File: config.mk
export PLATFORM = sky130hd
export DESIGN_NAME = key_scheduler
export DESIGN_NICKNAME = d
export VERILOG_FILES = /design/src/rtl/key_scheduler.sv
export SDC_FILE = /design/constraint.sdc
export NUM_CORES = 1
export LEC_CHECK = 0
export ABC_AREA = 0
export BUFFER_PORTS_ARGS = -buffer_cell sky130_fd_sc_hd__buf_2
export CAP_MARGIN = 20
export CORE_MARGIN = 3
export CORE_UTILIZATION = 60
export CTS_BUF_LIST = sky130_fd_sc_hd__clkbuf_4 sky130_fd_sc_hd__clkbuf_8 sky130_fd_sc_hd__clkbuf_16
export DETAILED_ROUTE_END_ITERATION = 12
export PLACE_DENSITY = 0.88
export SLEW_MARGIN = 20
export SYNTH_ARGS = -nofsm -noshare
export SYNTH_HDL_FRONTEND = slang
export SYNTH_SLANG_ARGS = --single-unit
File: constraint.sdc
create_clock -name clk -period 9.45 [get_ports clk]
set_input_delay 1.4175 -clock clk [delete_from_list [all_inputs] [get_ports clk]]
set_output_delay 1.4175 -clock clk [all_outputs]
set_load 0.005 [all_outputs]
File: src/rtl/key_scheduler.sv
// Piano key event scheduler: key edge detection, per-key pending bits, round-robin event output
// and a last-press-priority active note. Define KEY_SCHED_RELEASE_EN to also emit release events.
module key_scheduler #(
    parameter int NUM_KEYS = 8,
    parameter int KEY_W    = 3
) (
    input  logic                clk,
    input  logic                reset,
    input  logic [NUM_KEYS-1:0] key_in,
    input  logic                event_ready,
    output logic                event_valid,
    output logic [KEY_W-1:0]    event_key,
    output logic                event_press,
    output logic                active_valid,
    output logic [KEY_W-1:0]    active_key,
    output logic                overflow
);
    localparam logic [NUM_KEYS-1:0] KeyLsb = {{(NUM_KEYS - 1){1'b0}}, 1'b1};

    logic [NUM_KEYS-1:0] key_prev;
    logic [NUM_KEYS-1:0] pend_press;
    logic [NUM_KEYS-1:0] press_edge;
    logic [NUM_KEYS-1:0] rel_edge;
    logic [NUM_KEYS-1:0] pend_any;
    logic [NUM_KEYS-1:0] drop;
    logic [NUM_KEYS-1:0] grant_mask;
    logic [NUM_KEYS-1:0] clr_press;
    logic [NUM_KEYS-1:0] fb_base;
    logic [NUM_KEYS-1:0] fb_mask;
    logic [KEY_W-1:0]    rr_ptr;
    logic [KEY_W-1:0]    rr_next;
    logic [KEY_W-1:0]    grant_idx;
    logic [KEY_W-1:0]    fb_idx;
    logic                grant_found;
    logic                grant_press;
    logic                fb_found;
    logic                load;
    logic                handshake;
    logic                rel_active;

    assign press_edge = key_in & ~key_prev;
    assign rel_edge   = ~key_in & key_prev;
    assign load       = ~event_valid | event_ready;
    assign handshake  = event_valid & event_ready;
    assign grant_mask = KeyLsb << grant_idx;
    assign clr_press  = (load && grant_found && grant_press) ? grant_mask : '0;
    assign fb_mask    = fb_base & ~(KeyLsb << active_key);
    assign rr_next    = (int'(grant_idx) == NUM_KEYS - 1) ? '0 : grant_idx + 1'b1;

`ifdef KEY_SCHED_RELEASE_EN
    logic [NUM_KEYS-1:0] pend_release;
    logic [NUM_KEYS-1:0] clr_release;

    assign pend_any    = pend_press | pend_release;
    assign grant_press = pend_press[grant_idx];
    assign clr_release = (load && grant_found && !grant_press) ? grant_mask : '0;
    // A third edge on a key with both event types already queued has nowhere to go.
    assign drop        = pend_press & pend_release & (press_edge | rel_edge);
    assign fb_base     = key_prev;
    assign rel_active  = handshake & ~event_press & active_valid & (event_key == active_key);
`else
    assign pend_any    = pend_press;
    assign grant_press = 1'b1;
    assign drop        = pend_press & press_edge;
    // Without release events the active note follows the key level directly.
    assign fb_base     = key_in;
    assign rel_active  = active_valid & rel_edge[active_key];
`endif

    // Round-robin search starting at rr_ptr, wrapping past NUM_KEYS-1.
    always_comb begin
        grant_found = 1'b0;
        grant_idx   = '0;
        for (int off = 0; off < NUM_KEYS; off++) begin
            if (!grant_found && pend_any[(int'(rr_ptr) + off) % NUM_KEYS]) begin
                grant_found = 1'b1;
                grant_idx   = KEY_W'((int'(rr_ptr) + off) % NUM_KEYS);
            end
        end
    end

    always_comb begin
        fb_found = 1'b0;
        fb_idx   = '0;
        for (int i = NUM_KEYS - 1; i >= 0; i--) begin
            if (fb_mask[i]) begin
                fb_found = 1'b1;
                fb_idx   = KEY_W'(i);
            end
        end
    end

    always_ff @(posedge clk or posedge reset) begin
        if (reset) begin
            key_prev     <= '0;
            pend_press   <= '0;
`ifdef KEY_SCHED_RELEASE_EN
            pend_release <= '0;
`endif
            rr_ptr       <= '0;
            event_valid  <= 1'b0;
            event_key    <= '0;
            event_press  <= 1'b0;
            active_valid <= 1'b0;
            active_key   <= '0;
            overflow     <= 1'b0;
        end else begin
            key_prev     <= key_in;
            overflow     <= overflow | (|drop);
            pend_press   <= (pend_press & ~clr_press) | (press_edge & ~drop);
`ifdef KEY_SCHED_RELEASE_EN
            pend_release <= (pend_release & ~clr_release) | (rel_edge & ~drop);
`endif
            if (load) begin
                event_valid <= grant_found;
                if (grant_found) begin
                    event_key   <= grant_idx;
                    event_press <= grant_press;
                    rr_ptr      <= rr_next;
                end
            end
            if (handshake && event_press) begin
                active_valid <= 1'b1;
                active_key   <= event_key;
            end else if (rel_active) begin
                active_valid <= fb_found;
                if (fb_found) begin
                    active_key <= fb_idx;
                end
            end
        end
    end

endmodule

==> out/results.ini <==
[grt]
grtUsageMet3_pct=3.566
grt_pass1_vias=1781
grtUsageTotal_pct=24.26
gr-usage-met2_pct=40.88
top_usage_layer=met2
overflow=0
use_met1_pct=31.24
grt_pass1_wl_um=8397
grt_max_degree=30
antenna_found_initial=0

[drt]
drtPass1Iterations=4
wl_um=5150
drt-wirelength-per-cell_um=16.89
viasPerCell=6.430
num_vias=1961
first_iter_violations=152
drc=0
antenna_left=0

[hold_path]
hold_start=event_press
min_path_type=reg2reg

[sta]
rsz0062_at_grt=no
timing.fmax_mhz=229.1
maxSlewViolCount=0
slew_headroom_pct=56.92
period_needed_ns=4.364
period_share_pct=46.18
finalHoldViolCount=0
finalSetupViolations=0
worst_pin_slew_ns=0.6282
fin_ws_ns=5.086
finClkSkew_ns=0.008619
fin_setup_tns_ns=0

[worst_setup_path]
cp.arrival_ns=4.56
worstPathRequired_ns=9.64
crit_path_end_kind=register
worstPathCellList=inv_1, ha_1, mux4_1, mux2_2, or2_2, nor3_4, o21ai_0, o21ai_0, o21ai_0, ha_1, ha_1, nand2b_1, o22ai_1
critPathMaxStageDelay_ns=0.71
rr_startpoint=rr_ptr[0]
cp-startpoint=rr_ptr[0]
crit_family=adder cells
start_kind=register
critical_path_class=reg2reg
crit_fanout=12
slowest_stage=mux4_1
cp_num_buf_inv=1

[clock_network]
ctsHoldBuffers=0
cts_root_buffer=clkbuf_8
clkLatencyLatePin_ns=0.28
htreeDepth=2
cts_tree=built
numClockSinks=29
cts.clk_slew.worst_paths_ns=0.06
cts_resized=0
clk_path_buf_depth=2
numCtsBuffers=5
cts_setup_buffers=0

[pwr]
p_switching_uw=444.1
combinationalPowerShare_pct=63.2
netSwitchingFraction_pct=46.96
clkPwrFrac_pct=10.8
total_power_uw=945.7
intPower_uw=501.6
peakVddDrop_uv=187.2
seqPwrFrac_pct=26.0
power_density_nw_per_um2=370.1
p_leak_nw=1.042

[logic_synthesis]
ys.flop_type=dfrtp_1
syn-instance-count=239
async_flop_share_pct=100.0
ys_types=53
synth_edf_count=0
synth_seq_cells=29
yosys_warnings=0
synth_area_um2=2349
ys_seq_area_share_pct=30.90
synth.avg_cell_area_um2=9.826
syn-num-nets=258

[floorplan]
dieWidth_um=68.57
coreArea_um2=3716
initial_core_util_pct=63.20
rows=22
die_area_um2=4701
num_io_pins=21
die_h_um=68.57

[placed_design]
portBuffers=20
placed_area_um2=2465
dp_hpwl_um=3832
post-place-ws_ns=5.142
gp_congestion=0.9442

[cells_and_area]
drive_gt1_share_pct=19.46
synthToLayoutAreaGrowth_pct=8.791
fin_area_um2=2555
diodes=0
nets=276
final_util_pct=68.75
nFillCells=302

[job]
maxCapViolCount=0

[run_status]
status=complete, no violations

-- power by group through the flow --
| stage | Clock (mW) | Sequential [mW] | Combinational [mW] |
|---|---|---|---|
| after detailed placement | 0 | 0.246 | 0.589 |
| after CTS | 0.104 | 0.244 | 0.593 |
| final | 0.102 | 0.246 | 0.598 |
| after global routing | 0.111 | 0.255 | 0.652 |
| after global placement | 0 | 0.243 | 0.574 |
| after floorplan | 0 | 0.194 | 0.521 |
-- metal layers --
layer	wire length [um]	vias up	part of all wire [%]
met5	0	-	0
met2	2646	54	51
li1	-	951	-
met1	2213	949	43
met3	193	7	3.7
met4	96	0	1.9
-- flip-flops by register name, summed over array words and instances, names as in the netlist --
| name | count |
|---|---|
| key_prev | 8 |
| pend_any | 8 |
| active_key | 3 |
| event_key | 3 |
| rr_ptr | 3 |
| active_valid | 1 |
| event_press | 1 |
| event_valid | 1 |
| overflow | 1 |
-- synth_stat cells (all sizes together), types with 4 or more instances --
library cell  instances  area share [%]
buf                   5             1.4
nand2                18             2.9
a21oi                11             2.3
nor3                  4             1.3
mux4                 13              14
dfrtp                29              31
inv                  18             3.0
o21ai                 7             1.5
ha                    8             4.3
a32oi                 5             1.9
nor2                 32             5.1
a31oi                 5             1.3
a22oi                 5             1.6
clkbuf                5            0.80
mux2                  7             3.4
a41oi                 6             2.2
nand2b                8             2.1
mux2i                 8             3.4
-- area by class of cell --
class                   instances  area [um2]  area share, %
inverters                      18       70.07          2.742
multi-input cells             182        1501          58.77
well taps                      48       60.06          2.351
flip-flops and latches         29       725.7          28.40
repair buffers                 21       107.6          4.212
clock buffers                   7       90.09          3.526
-- final timing paths --
kind	end	slack, ns	depth (start not counted)
max	rr_ptr[0]	5.09	13
min	event_press	0.53	1
max reg2reg	rr_ptr[0]	5.09	13
min reg2reg	event_press	0.53	1
max in group asynchronous	rr_ptr[0]	7.86	2
min in group asynchronous	key_prev[5]	1.20	2
-- cells in the final DEF (no fill, tap or decap), types with 5 or more instances in the layout --
cell,instances
nor2_1,32
dfrtp_1,29
buf_2,20
nand2_1,18
inv_1,16
a21oi_1,11
mux4_1,8
mux2i_1,8
nand2b_1,8
ha_1,8
o21ai_0,7
mux2_2,7
a41oi_1,6
clkbuf_8,6
mux4_2,5
a32oi_1,5
a31oi_1,5
a22oi_1,5
-- kinds of logic (layout without fill, tap and decap cells) --
group,after synthesis,after routing,share of synthesized area (%)
fa+ha+maj,8,8,4.262
mux,28,28,20.51
flops,29,29,30.90
xor+xnor,5,5,1.865
compound gates,65,65,21.90
simple gates,76,76,15.40
buf+inv,28,46,5.168
-- metrics by stage --
| step | std cells | hold WS [ns] |
|---|---|---|
| 2_1_floorplan | 239 | 0.5113 |
| 3_3_place_gp | 298 | 0.4991 |
| 3_5_place_dp | 298 | 0.5119 |
| 4_1_cts | 305 | 0.5262 |
| 5_1_grt | 305 | 0.5384 |
| 6_report | 305 | 0.5276 |
(Power assumes the default switching activity.)
